File: src/rtl/game_state_controller_pkg.sv
// Shared definitions for the game stages: state encoding, screen geometry
// and game-rule defaults used by the sequencer.
package game_state_controller_pkg;

    typedef enum logic [1:0] {
        ST_IDLE  = 2'b00,
        ST_PLAY  = 2'b01,
        ST_DEATH = 2'b10,
        ST_OVER  = 2'b11
    } state_e;

    localparam int c_TILE_SIZE    = 16;
    localparam int c_SCREEN_COLS  = 40;
    localparam int c_SCREEN_ROWS  = 30;

    localparam int c_LIVES_INI_DEF = 3;
    localparam int c_MAX_LEVEL_DEF = 15;

    localparam int c_DIV_W      = 24;
    localparam int c_DIV_CALC_W = 28;

endpackage

File: src/rtl/game_state_controller_if.sv
// Game-control bus between the frog/collision stages and the game sequencer.
interface game_state_controller_if;
    import game_state_controller_pkg::*;

    logic               i_Start;
    logic               i_Has_Collided;
    logic               i_Level_Up;
    logic               o_Game_Active;
    logic [1:0]         o_State;
    logic [2:0]         o_Lives;
    logic [3:0]         o_Level;
    logic [c_DIV_W-1:0] o_Car_Speed_Div;
    logic               o_Frog_Visible;
    logic               o_Game_Over;

    modport slave (
        input  i_Start, i_Has_Collided, i_Level_Up,
        output o_Game_Active, o_State, o_Lives, o_Level,
               o_Car_Speed_Div, o_Frog_Visible, o_Game_Over
    );

    modport master (
        output i_Start, i_Has_Collided, i_Level_Up,
        input  o_Game_Active, o_State, o_Lives, o_Level,
               o_Car_Speed_Div, o_Frog_Visible, o_Game_Over
    );

endinterface

File: src/rtl/game_state_controller_speed_divider_lut.sv
// Registered level -> car step divider, floored at c_SPEED_MIN so higher
// levels can never underflow the divider.
module speed_divider_lut
    import game_state_controller_pkg::*;
#(
    parameter int c_SPEED_BASE = 1600000,
    parameter int c_SPEED_STEP = 100000,
    parameter int c_SPEED_MIN  = 200000
) (
    input  logic               i_Clk,
    input  logic               i_Reset,
    input  logic [3:0]         i_Level,
    output logic [c_DIV_W-1:0] o_Div
);

    function automatic logic [c_DIV_CALC_W-1:0] clamp_div(input logic [3:0] level);
        logic [c_DIV_CALC_W-1:0] steps;
        logic [c_DIV_CALC_W-1:0] drop;
        logic [c_DIV_CALC_W-1:0] room;
        steps = (level == 4'd0) ? '0 : c_DIV_CALC_W'(level) - c_DIV_CALC_W'(1);
        drop  = steps * c_DIV_CALC_W'(c_SPEED_STEP);
        room  = c_DIV_CALC_W'(c_SPEED_BASE) - c_DIV_CALC_W'(c_SPEED_MIN);
        // Compare the drop against the headroom so the subtraction never wraps.
        if (drop >= room) begin
            return c_DIV_CALC_W'(c_SPEED_MIN);
        end
        return c_DIV_CALC_W'(c_SPEED_BASE) - drop;
    endfunction

    logic [c_DIV_W-1:0] div_q;

    always_ff @(posedge i_Clk) begin
        if (i_Reset) begin
            div_q <= c_DIV_W'(c_SPEED_BASE);
        end else begin
            div_q <= c_DIV_W'(clamp_div(i_Level));
        end
    end

    assign o_Div = div_q;

endmodule

File: src/rtl/game_state_controller.sv
// Game sequencer: lives, level, post-death blink pause and game-over handling;
// feeds the game-active enable back to the frog movement stage.
module game_state_controller
    import game_state_controller_pkg::*;
#(
    parameter int c_LIVES_INI   = c_LIVES_INI_DEF,
    parameter int c_MAX_LEVEL   = c_MAX_LEVEL_DEF,
    parameter int c_DEATH_PAUSE = 12500000,
    parameter int c_BLINK_BIT   = 21,
    parameter int c_SPEED_BASE  = 1600000,
    parameter int c_SPEED_STEP  = 100000,
    parameter int c_SPEED_MIN   = 200000
) (
    input logic                  i_Clk,
    input logic                  i_Reset,
    game_state_controller_if.slave bus
);

    localparam int c_CNT_W = ($clog2(c_DEATH_PAUSE) > c_BLINK_BIT) ?
                             $clog2(c_DEATH_PAUSE) : c_BLINK_BIT + 1;
    localparam logic [c_CNT_W-1:0] c_PAUSE_LOAD = c_CNT_W'(c_DEATH_PAUSE - 1);

    state_e             state_q;
    logic [2:0]         lives_q;
    logic [3:0]         level_q;
    logic [c_CNT_W-1:0] pause_q;
    logic               vis_q;
    logic               start_prev_q;
    logic [c_DIV_W-1:0] div_q;

    logic               start_edge;
    logic [c_CNT_W-1:0] pause_d;

    assign start_edge = bus.i_Start & ~start_prev_q;
    assign pause_d    = pause_q - c_CNT_W'(1);

    always_ff @(posedge i_Clk) begin
        if (i_Reset) begin
            state_q      <= ST_IDLE;
            lives_q      <= 3'(c_LIVES_INI);
            level_q      <= 4'd1;
            pause_q      <= '0;
            vis_q        <= 1'b1;
            start_prev_q <= 1'b1;
        end else begin
            start_prev_q <= bus.i_Start;
            case (state_q)
                ST_IDLE: begin
                    if (start_edge) begin
                        state_q <= ST_PLAY;
                        lives_q <= 3'(c_LIVES_INI);
                        level_q <= 4'd1;
                        vis_q   <= 1'b1;
                    end
                end
                ST_PLAY: begin
                    // Collision outranks a simultaneous level-up.
                    if (bus.i_Has_Collided) begin
                        if (lives_q > 3'd1) begin
                            state_q <= ST_DEATH;
                            lives_q <= lives_q - 3'd1;
                            pause_q <= c_PAUSE_LOAD;
                            vis_q   <= ~c_PAUSE_LOAD[c_BLINK_BIT];
                        end else begin
                            state_q <= ST_OVER;
                            lives_q <= 3'd0;
                            vis_q   <= 1'b0;
                        end
                    end else if (bus.i_Level_Up && (level_q < 4'(c_MAX_LEVEL))) begin
                        level_q <= level_q + 4'd1;
                    end
                end
                ST_DEATH: begin
                    if (pause_q == '0) begin
                        state_q <= ST_PLAY;
                        vis_q   <= 1'b1;
                    end else begin
                        pause_q <= pause_d;
                        vis_q   <= ~pause_d[c_BLINK_BIT];
                    end
                end
                ST_OVER: begin
                    vis_q <= 1'b0;
                    if (start_edge) begin
                        state_q <= ST_PLAY;
                        lives_q <= 3'(c_LIVES_INI);
                        level_q <= 4'd1;
                        vis_q   <= 1'b1;
                    end
                end
                default: state_q <= ST_IDLE;
            endcase
        end
    end

    speed_divider_lut #(
        .c_SPEED_BASE (c_SPEED_BASE),
        .c_SPEED_STEP (c_SPEED_STEP),
        .c_SPEED_MIN  (c_SPEED_MIN)
    ) u_speed_divider_lut (
        .i_Clk   (i_Clk),
        .i_Reset (i_Reset),
        .i_Level (level_q),
        .o_Div   (div_q)
    );

    assign bus.o_State         = state_q;
    assign bus.o_Game_Active   = (state_q == ST_PLAY);
    assign bus.o_Game_Over     = (state_q == ST_OVER);
    assign bus.o_Lives         = lives_q;
    assign bus.o_Level         = level_q;
    assign bus.o_Car_Speed_Div = div_q;
    assign bus.o_Frog_Visible  = vis_q;

endmodule

File: src/flat_wrapper.sv
// flat-port wrapper written by rule: the top's interface ports become plain ports
module game_state_controller_flat import game_state_controller_pkg::*;
#(
    parameter int c_LIVES_INI   = c_LIVES_INI_DEF,
    parameter int c_MAX_LEVEL   = c_MAX_LEVEL_DEF,
    parameter int c_DEATH_PAUSE = 12500000,
    parameter int c_BLINK_BIT   = 21,
    parameter int c_SPEED_BASE  = 1600000,
    parameter int c_SPEED_STEP  = 100000,
    parameter int c_SPEED_MIN   = 200000
)
  (i_Clk, i_Reset, bus_i_Start, bus_i_Has_Collided, bus_i_Level_Up, bus_o_Game_Active, bus_o_State, bus_o_Lives, bus_o_Level, bus_o_Car_Speed_Div, bus_o_Frog_Visible, bus_o_Game_Over);
  game_state_controller_if bus_i ();
  input logic i_Clk;
  input logic i_Reset;
  input wire logic [$bits(bus_i.i_Start)-1:0] bus_i_Start;
  input wire logic [$bits(bus_i.i_Has_Collided)-1:0] bus_i_Has_Collided;
  input wire logic [$bits(bus_i.i_Level_Up)-1:0] bus_i_Level_Up;
  output wire logic [$bits(bus_i.o_Game_Active)-1:0] bus_o_Game_Active;
  output wire logic [$bits(bus_i.o_State)-1:0] bus_o_State;
  output wire logic [$bits(bus_i.o_Lives)-1:0] bus_o_Lives;
  output wire logic [$bits(bus_i.o_Level)-1:0] bus_o_Level;
  output wire logic [$bits(bus_i.o_Car_Speed_Div)-1:0] bus_o_Car_Speed_Div;
  output wire logic [$bits(bus_i.o_Frog_Visible)-1:0] bus_o_Frog_Visible;
  output wire logic [$bits(bus_i.o_Game_Over)-1:0] bus_o_Game_Over;
  assign bus_i.i_Start = bus_i_Start;
  assign bus_i.i_Has_Collided = bus_i_Has_Collided;
  assign bus_i.i_Level_Up = bus_i_Level_Up;
  assign bus_o_Game_Active = bus_i.o_Game_Active;
  assign bus_o_State = bus_i.o_State;
  assign bus_o_Lives = bus_i.o_Lives;
  assign bus_o_Level = bus_i.o_Level;
  assign bus_o_Car_Speed_Div = bus_i.o_Car_Speed_Div;
  assign bus_o_Frog_Visible = bus_i.o_Frog_Visible;
  assign bus_o_Game_Over = bus_i.o_Game_Over;
  game_state_controller #(.c_LIVES_INI(c_LIVES_INI), .c_MAX_LEVEL(c_MAX_LEVEL), .c_DEATH_PAUSE(c_DEATH_PAUSE), .c_BLINK_BIT(c_BLINK_BIT), .c_SPEED_BASE(c_SPEED_BASE), .c_SPEED_STEP(c_SPEED_STEP), .c_SPEED_MIN(c_SPEED_MIN)) u_core (.i_Clk(i_Clk), .i_Reset(i_Reset), .bus(bus_i));
endmodule
File: config.mk
export PLATFORM = sky130hd
export DESIGN_NAME = game_state_controller_flat
export DESIGN_NICKNAME = d
export VERILOG_FILES = /design/src/rtl/game_state_controller_pkg.sv /design/src/rtl/game_state_controller_if.sv /design/src/rtl/game_state_controller_speed_divider_lut.sv /design/src/rtl/game_state_controller.sv /design/src/flat_wrapper.sv
export SDC_FILE = /design/constraint.sdc
export NUM_CORES = 1
export LEC_CHECK = 0
export CORE_AREA = 2 2 93 95
export CTS_BUF_LIST = sky130_fd_sc_hd__clkbuf_4 sky130_fd_sc_hd__clkbuf_8 sky130_fd_sc_hd__clkbuf_16
export DETAILED_ROUTE_END_ITERATION = 6
export DIE_AREA = 0 0 95 97
export PLACE_DENSITY = 0.83
export SLEW_MARGIN = 20
export SYNTH_ARGS = -nofsm -noshare
export SYNTH_HDL_FRONTEND = slang
export SYNTH_SLANG_ARGS = --single-unit
File: constraint.sdc
create_clock -name i_Clk -period 5 [get_ports i_Clk]
set_clock_uncertainty 0.05 [all_clocks]
set_input_delay 1 -clock i_Clk [delete_from_list [all_inputs] [get_ports i_Clk]]
set_output_delay 1 -clock i_Clk [all_outputs]
set_load 0.02 [all_outputs]
Word-level counts from Yosys, hierarchy flattened
Cells that the tools add are included.
W data, S select, Z words.
{"block": "classes", "n_eq_ne": 11, "n_reduce_logical": 12, "n_bitwise": 3, "mux": 27, "n_mul": 1, "add_sub_neg": 5, "n_lt_le_gt_ge": 3}
{"cell": "$mux W24", "n": 5}
{"cell": "$pmux W24 S2", "n": 1}
{"cell": "$ge A28 B21 Y1 const B", "n": 1}
{"cell": "$mul A28 B12 Y23 const B", "n": 1}
{"cell": "$mux W28", "n": 1}
{"cell": "$logic_not A24 Y1", "n": 1}
{"cell": "$sub A21 B24 Y24 const A", "n": 1}
{"cell": "$sub A24 B1 Y24 const B", "n": 1}
{"cell": "$mux W4", "n": 3}
{"cell": "$ne A2 B1 Y1 const B", "n": 5}
{"cell": "$mux W3", "n": 3}
{"cell": "$pmux W4 S2", "n": 1}
{"cell": "$reduce_and A4 Y1", "n": 2}
{"cell": "$mux W1", "n": 7}
{"cell": "$mux W2", "n": 3}
{"cell": "$ne A2 B2 Y1 const B", "n": 3}
{"cell": "$pmux W2 S3", "n": 1}
{"cell": "$pmux W3 S2", "n": 1}
{"cell": "$reduce_and A3 Y1", "n": 2}
{"cell": "$sub A4 B1 Y5 const B", "n": 1}
{"cell": "$add A4 B1 Y4 const B", "n": 1}
{"cell": "$eq A2 B2 Y1 const B", "n": 2}
{"cell": "$logic_not A4 Y1", "n": 1}
{"cell": "$lt A4 B4 Y1 const B", "n": 1}
{"cell": "11 further kinds", "n": 13}
{"block": "totals", "in_bits": 5, "word_cells": 69, "reg_bits": 59, "out_inout_bits": 36}

Logic depth before layout (Yosys ltp)
{"block": "depth", "depth_word": 7, "ltp_mapped": 19, "ltp_nobuf": 18}

Cells and area by module
From an unflattened synthesis, not the netlist that was laid out.
{"block": "hier_totals", "hier_cells": 471, "area_unflattened_um2": 4182.8}
{"mod": "speed_divider_lut", "instances": 1, "area_per_inst_um2": 2168.3, "cells_each": 231, "seq_area_each_um2": 380.4}
{"mod": "game_state_controller", "instances": 1, "area_per_inst_um2": 2014.4, "cells_each": 240, "seq_area_each_um2": 700.7}

Worst setup path after synthesis
Ideal clock, no wire load.
{"block": "synth_path", "path_type": "reg-to-reg", "startpoint": "reg u_core.level_q[0], in the netlist u_core.bus.o_Level[0]", "endpoint": "reg u_core.u_speed_divider_lut.div_q[13], in the netlist u_core.u_speed_divider_lut.o_Div[13]", "n_path_buf": 1, "required_time_ns": 4.814, "stages_incl_launch_ff": 19, "synth_period_minus_slack_ns": 5.256, "t_arrival_ns": 5.071, "path_slack_ns": -0.256, "setup_ns": 0.136, "cell_sequence": "dfxtp_1 > inv_1 > ha_1 > o21ai_0 > ha_1 > inv_1 > fa_1 > fa_1 > inv_1 > fa_1 > ha_1 > a21oi_1 > o221ai_1 > o2111a_1 > nand2b_1 > a221oi_1 > a311o_1 > clkbuf_1 > o21ai_0"}
{"block": "synth_between", "elab_chain_cells": 7, "word_cells_on_any_way": 9, "cone_classes": "add/sub: 2; mul: 1; order compare: 1; mux: 4; reduce/logical: 1"}
{"element": "from (decl)", "line_no": "game_state_controller.sv:25", "text": "logic [3:0] level_q;"}
{"element": "from (signal assigned)", "line_no": "game_state_controller.sv:70", "text": "level_q <= level_q + 4'd1;"}
{"element": "$sub A4 B1 Y5 / $logic_not A4 Y1 (equally long branches)", "line_no": "game_state_controller_speed_divider_lut.sv:20", "text": "steps = (level == 4'd0) ? '0 : c_DIV_CALC_W'(level) - c_DIV_CALC_W'(1);"}
{"element": "$mux W28 (*)", "line_no": "game_state_controller_speed_divider_lut.sv:20"}
{"element": "$mul A28 B12 Y23 (*)", "line_no": "game_state_controller_speed_divider_lut.sv:21", "text": "drop = steps * c_DIV_CALC_W'(c_SPEED_STEP);"}
{"element": "$ge A28 B21 Y1", "line_no": "game_state_controller_speed_divider_lut.sv:24", "text": "if (drop >= room) begin"}
{"element": "$mux W1", "line_no": "game_state_controller_speed_divider_lut.sv:24"}
{"element": "$mux W1", "line_no": "game_state_controller_speed_divider_lut.sv:33", "text": "if (i_Reset) begin"}
{"element": "$mux W24 (*)", "line_no": "game_state_controller_speed_divider_lut.sv:27", "text": "return c_DIV_CALC_W'(c_SPEED_BASE) - drop;"}
{"element": "to (signal assigned)", "line_no": "game_state_controller_speed_divider_lut.sv:34", "text": "div_q <= c_DIV_W'(c_SPEED_BASE);"}
{"element": "to (signal assigned)", "line_no": "game_state_controller_speed_divider_lut.sv:36", "text": "div_q <= c_DIV_W'(clamp_div(i_Level));"}
{"element": "to (decl)", "line_no": "game_state_controller_speed_divider_lut.sv:30", "text": "logic [c_DIV_W-1:0] div_q;"}
Every way passes the cells marked *; elsewhere a longest branch is shown, timed or not. The select of a mux whose other input is x is not followed.
A chain may end at the register's enable or synchronous reset.

Worst setup path after layout
{"block": "layout_path", "startpoint": "reg u_core.level_q[0], in the netlist u_core.bus.o_Level[0]", "endpoint": "reg u_core.u_speed_divider_lut.div_q[17], in the netlist u_core.u_speed_divider_lut.o_Div[17]"}
The elaborated chain is that of the path after synthesis.

==> results_tabular.tex <==
\begin{tabular}{lr}
\hline
Metric & Value \\
\hline
\multicolumn{2}{l}{\textbf{Timing}} \\
\quad Worst Tran Pin Value & $\sim$1.0 ns \\
\quad Final-report hold violation count & 0 \\
\quad Maximum achievable frequency & roughly 0.20 GHz \\
\quad Worst rel slew slack & 0.313 \\
\quad Ratio of final minimum period to clock period & 0.979 \\
\quad Setup violations, final & 0 \\
\quad Number of pins with negative max-slew slack in the final report & 0 \\
\quad Worst-case hold slack & 0.462 ns \\
\quad Final Critical Period & 4.90 ns \\
\multicolumn{2}{l}{\textbf{Critical path}} \\
\quad R2R Path End & u\_core.u\_speed\_divider\_lut.o\_Div[17] \\
\quad Required arrival time at the worst endpoint & 5.16 ns \\
\quad Reg2Reg Depth & 20 \\
\quad Startpoint type of the worst setup path & flop \\
\quad Worst reg-to-reg setup slack & roughly 0.10 ns \\
\quad Startpoint of the lowest-slack register-to-register path & u\_core.bus.o\_Level[0] \\
\quad Crit end category & flop \\
\quad Arrival time reported for the critical path endpoint & a little over 5 ns \\
\quad Largest fanout of any net on the critical path & 6 \\
\quad Crit Path Class & flop to flop \\
\multicolumn{2}{l}{\textbf{Finish}} \\
\quad Util after Layout & 0.608 \\
\quad Number of diodes added for antenna fixing & 0 \\
\quad Most frequent cells in the layout & 52 x dfxtp\_1, 47 x ha\_1, 42 x inv\_1 \\
\quad Layout cells sized above 1 & 0.136 \\
\quad Synth-to-Final Area Change & 23.0\% \\
\quad Most common cell after layout, fill and taps aside & dfxtp\_1 \\
\quad Number of nets in the layout & 606 \\
\multicolumn{2}{l}{\textbf{Run}} \\
\quad Number of violations of the max-capacitance limit & 0 \\
\multicolumn{2}{l}{\textbf{Power}} \\
\quad Maximum VDD drop & around 0.23 mV \\
\quad Share of total power in combinational logic & 0.679 \\
\quad Sw Share & 0.459 \\
\quad Power per cell area & about 620 mW/mm² \\
\quad Cell internal pwr & about 1700 µW \\
\quad Proportion of power drawn by the clock network & 0.099 \\
\quad Proportion of power drawn by flip-flops and latches & 0.222 \\
\quad Total power after layout & slightly above 3000 µW \\
\quad Static Leak & between 0.002 and 0.0025 µW \\
\quad Switch Pwr & 1420 µW \\
\multicolumn{2}{l}{\textbf{Placement}} \\
\quad Dpl hpwl & roughly 7200 µm \\
\quad Final GP Congestion & approximately 0.95 \\
\quad Port Buf Inserts & 35 \\
\multicolumn{2}{l}{\textbf{Logic synthesis}} \\
\quad Post-Syn Area per Cell & $\sim$8.6 µm² \\
\quad Adder and majority gate portion of the synthesized area & 0.218 \\
\quad Synth async-reset ratio & 0 \\
\quad Number of synthesized flops with an enable pin & 0 \\
\quad Synthesis warning total & 0 \\
\quad Simple-gate share of the synthesized area & 0.184 \\
\quad Main combinational cell family by area after synthesis & adder cells \\
\quad Number of synthesized register bits & 54 \\
\quad Top FF cell, synth & dfxtp\_1 \\
\quad Distinct cell type count after synthesis & 54 \\
\quad Area fraction of the dominant cell type after synthesis & 0.269 \\
\quad Leading area contributor after synthesis & dfxtp\_1 \\
\quad Sequential fraction of the synthesis area & 0.269 \\
\quad Compound-gate portion of the synthesized area & 0.159 \\
\quad Number of instances in the synthesized netlist & 470 \\
\quad Mux contribution to synthesized area & 0.00498 \\
\quad Synthesized-area fraction occupied by xor and xnor cells & 0.0958 \\
\quad Netlist area before placement & roughly 0.004 mm² \\
\quad Leading cell types by total area after synthesis & dfxtp\_1 27\%, ha\_1 17\%, xnor2\_1 7.6\% \\
\multicolumn{2}{l}{\textbf{CTS}} \\
\quad Clk slew on worst S/H paths & about 0.10 ns \\
\quad Clock sink total & 54 \\
\quad Post-CTS Setup Inserts & 0 \\
\quad Max Root-Sink Buffers & 2 \\
\quad Cell at the root of the clock tree & clkbuf\_8 \\
\quad Clock tree from TritonCTS & built \\
\quad Depth of the CTS H-tree & 2 \\
\quad Clock buffers created by TritonCTS & 5 \\
\quad Clock insertion delay at the later pin of the skew report & 0.32 ns \\
\multicolumn{2}{l}{\textbf{Die}} \\
\quad Die X-Extent & around 95 µm \\
\quad Core box area & 0.00813 mm² \\
\quad Total die area & between 0.009 and 0.01 mm² \\
\quad Effective utilization at floorplan & 0.495 \\
\quad Die Span Y & between 90 and 100 µm \\
\quad Count of boundary I/O pins & 41 \\
\quad Row Count & 33 \\
\multicolumn{2}{l}{\textbf{Drt}} \\
\quad Pre-antenna DRT Iters & 5 \\
\quad Count of nets left with antenna violations after detail routing & 0 \\
\quad Total routed wirelength & between 9000 and 10,000 µm \\
\quad Via count & between 3,000 and 4,000 \\
\quad First DRT Iteration DRCs & between 200 and 300 \\
\quad Count of unresolved DRC violations after routing & 0 \\
\quad Detail-routed via count per cell & between 5 and 6 \\
\quad Drt wl/cell & roughly 15 µm \\
\multicolumn{2}{l}{\textbf{Status}} \\
\quad Result of the run & finished clean \\
\multicolumn{2}{l}{\textbf{Global route}} \\
\quad Overall routing resource usage & 0.203 \\
\quad Via count of the first global-routing pass & 3,437 \\
\quad Global-route wire length before repair & 15,300 µm \\
\quad Antenna violations before repair & 0 \\
\quad Remaining global-route overflow & 0 \\
\quad Pin count of the biggest net entering global routing & 34 \\
\multicolumn{2}{l}{\textbf{Hold path}} \\
\quad Tightest Hold Check Type & flop to flop \\
\quad Launch instance of the worst min-delay path & u\_core.pause\_q[0] \\
\quad Worst hold endpoint & u\_core.pause\_q[0] \\
\quad Hold Path Stages & 1 \\
\hline
\end{tabular}
## layer usage
layer,vias to the layer above,GRT usage,share of wire
li1,1733,-,-
met1,1718,0.255,0.42
met2,121,0.360,0.53
met3,14,0.0273,0.046
met4,0,0.0557,0.010
met5,-,0,0
## metrics by stage
step	area [µm²]	std cells	setup slack (ns)	setup TNS, ns
final	4950	643	0.104	0
after global routing	4950	643	-0.102	-0.570
after CTS	4790	642	0.000138	0
after global placement	4660	634	0.00434	0
after floorplan	4100	490	0.0320	0
after detailed placement	4660	634	-0.136	-1.13
## worst max path at each step
stage,startpoint,endpoint,slack [ns]
6_report,u_core.bus.o_Level[0],u_core.u_speed_divider_lut.o_Div[17],0.10
4_1_cts,u_core.bus.o_Level[1],u_core.u_speed_divider_lut.o_Div[14],0.0001
5_1_grt,u_core.bus.o_Level[0],u_core.u_speed_divider_lut.o_Div[7],-0.10
3_3_place_gp,u_core.bus.o_Level[0],u_core.u_speed_divider_lut.o_Div[13],0.004
2_1_floorplan,u_core.bus.o_Level[0],u_core.u_speed_divider_lut.o_Div[13],0.03
3_5_place_dp,u_core.bus.o_Level[1],u_core.u_speed_divider_lut.o_Div[14],-0.14
## sequential cells by signal, indices dropped and copies added, names as in the netlist
signal                            cells
u_core.pause_q                       24
u_core.u_speed_divider_lut.o_Div     19
u_core.bus.o_Level                    4
u_core.bus.o_Lives                    3
u_core.bus.o_State                    2
u_core.bus.o_Frog_Visible             1
u_core.start_prev_q                   1
## cell families (layout without fill, tap and decap cells)
logic type | after synthesis | count (layout)
fa+ha+maj | 64 | 64
compound gates | 99 | 99
flops | 54 | 54
simple gates | 140 | 140
other cells | 2 | 22
xor+xnor | 44 | 44
mux | 2 | 2
buf+inv | 65 | 113
## power by group through the flow
stage                     Combinational (µW)  Sequential, µW  Clock (µW)
after floorplan                         1360             764           0
after global placement                  1860             683           0
after detailed placement                1930             693           0
after CTS                               1960             683         308
after global routing                    2300             703         329
final                                   2100             684         306
## timing repair
item	4_1_cts	5_1_grt
endpoints found under the hold margin	0	0
pin swaps	0	3
hold buffers	0	0
gates cloned	0	1
setup endpoints to repair	16	16
gates resized for setup	6	28
## worst max-delay path: stages (launching register included)
cell	delay, ns
dfxtp_2	0.34
inv_2	0.08
ha_4	0.17
nor3_2	0.05
a21o_1	0.17
buf_4	0.15
ha_4	0.22
ha_1	0.34
ha_4	0.23
fa_1	0.54
ha_2	0.21
inv_1	0.07
fa_2	0.36
nand2b_1	0.21
a211oi_4	0.29
o41ai_2	0.12
buf_4	0.16
xnor2_1	0.19
a311o_1	0.46
buf_4	0.18
o21a_1	0.18
## area by class of cell
cell class                 instances  area (µm²)
fill                             652        3190
multi-input combinational        371        2910
sequential                        54        1080
timing repair buffer              60         542
inverter                          45         169
tap                              105         131
clock buffer                       5        68.8
clock inverter                     3        48.8
## synth_stat cells, types with 2 or more instances
master and instances:
o21ba_2 2, nor3b_1 5, or3_1 8, or4b_2 2
nand2b_1 5, nand2_1 21, or4_4 4, o21a_1 4
o211ai_1 4, nor2_1 34, o21ai_0 24, o2111ai_1 3
ha_1 54, nand3_1 9, inv_1 45, a31oi_1 2
dfxtp_1 54, nor4_1 7, a21oi_1 34, fa_1 10
conb_1 2, a21o_1 4, buf_4 6, xor2_1 9
o41ai_1 2, a211oi_1 5, nor2b_1 3, nand4_1 3
mux2i_1 2, or4_1 3, or2_2 5, nor3_1 22
xnor2_1 35, and2_1 6, clkbuf_1 13
Note: power is estimated with default switching activity, not from simulation.
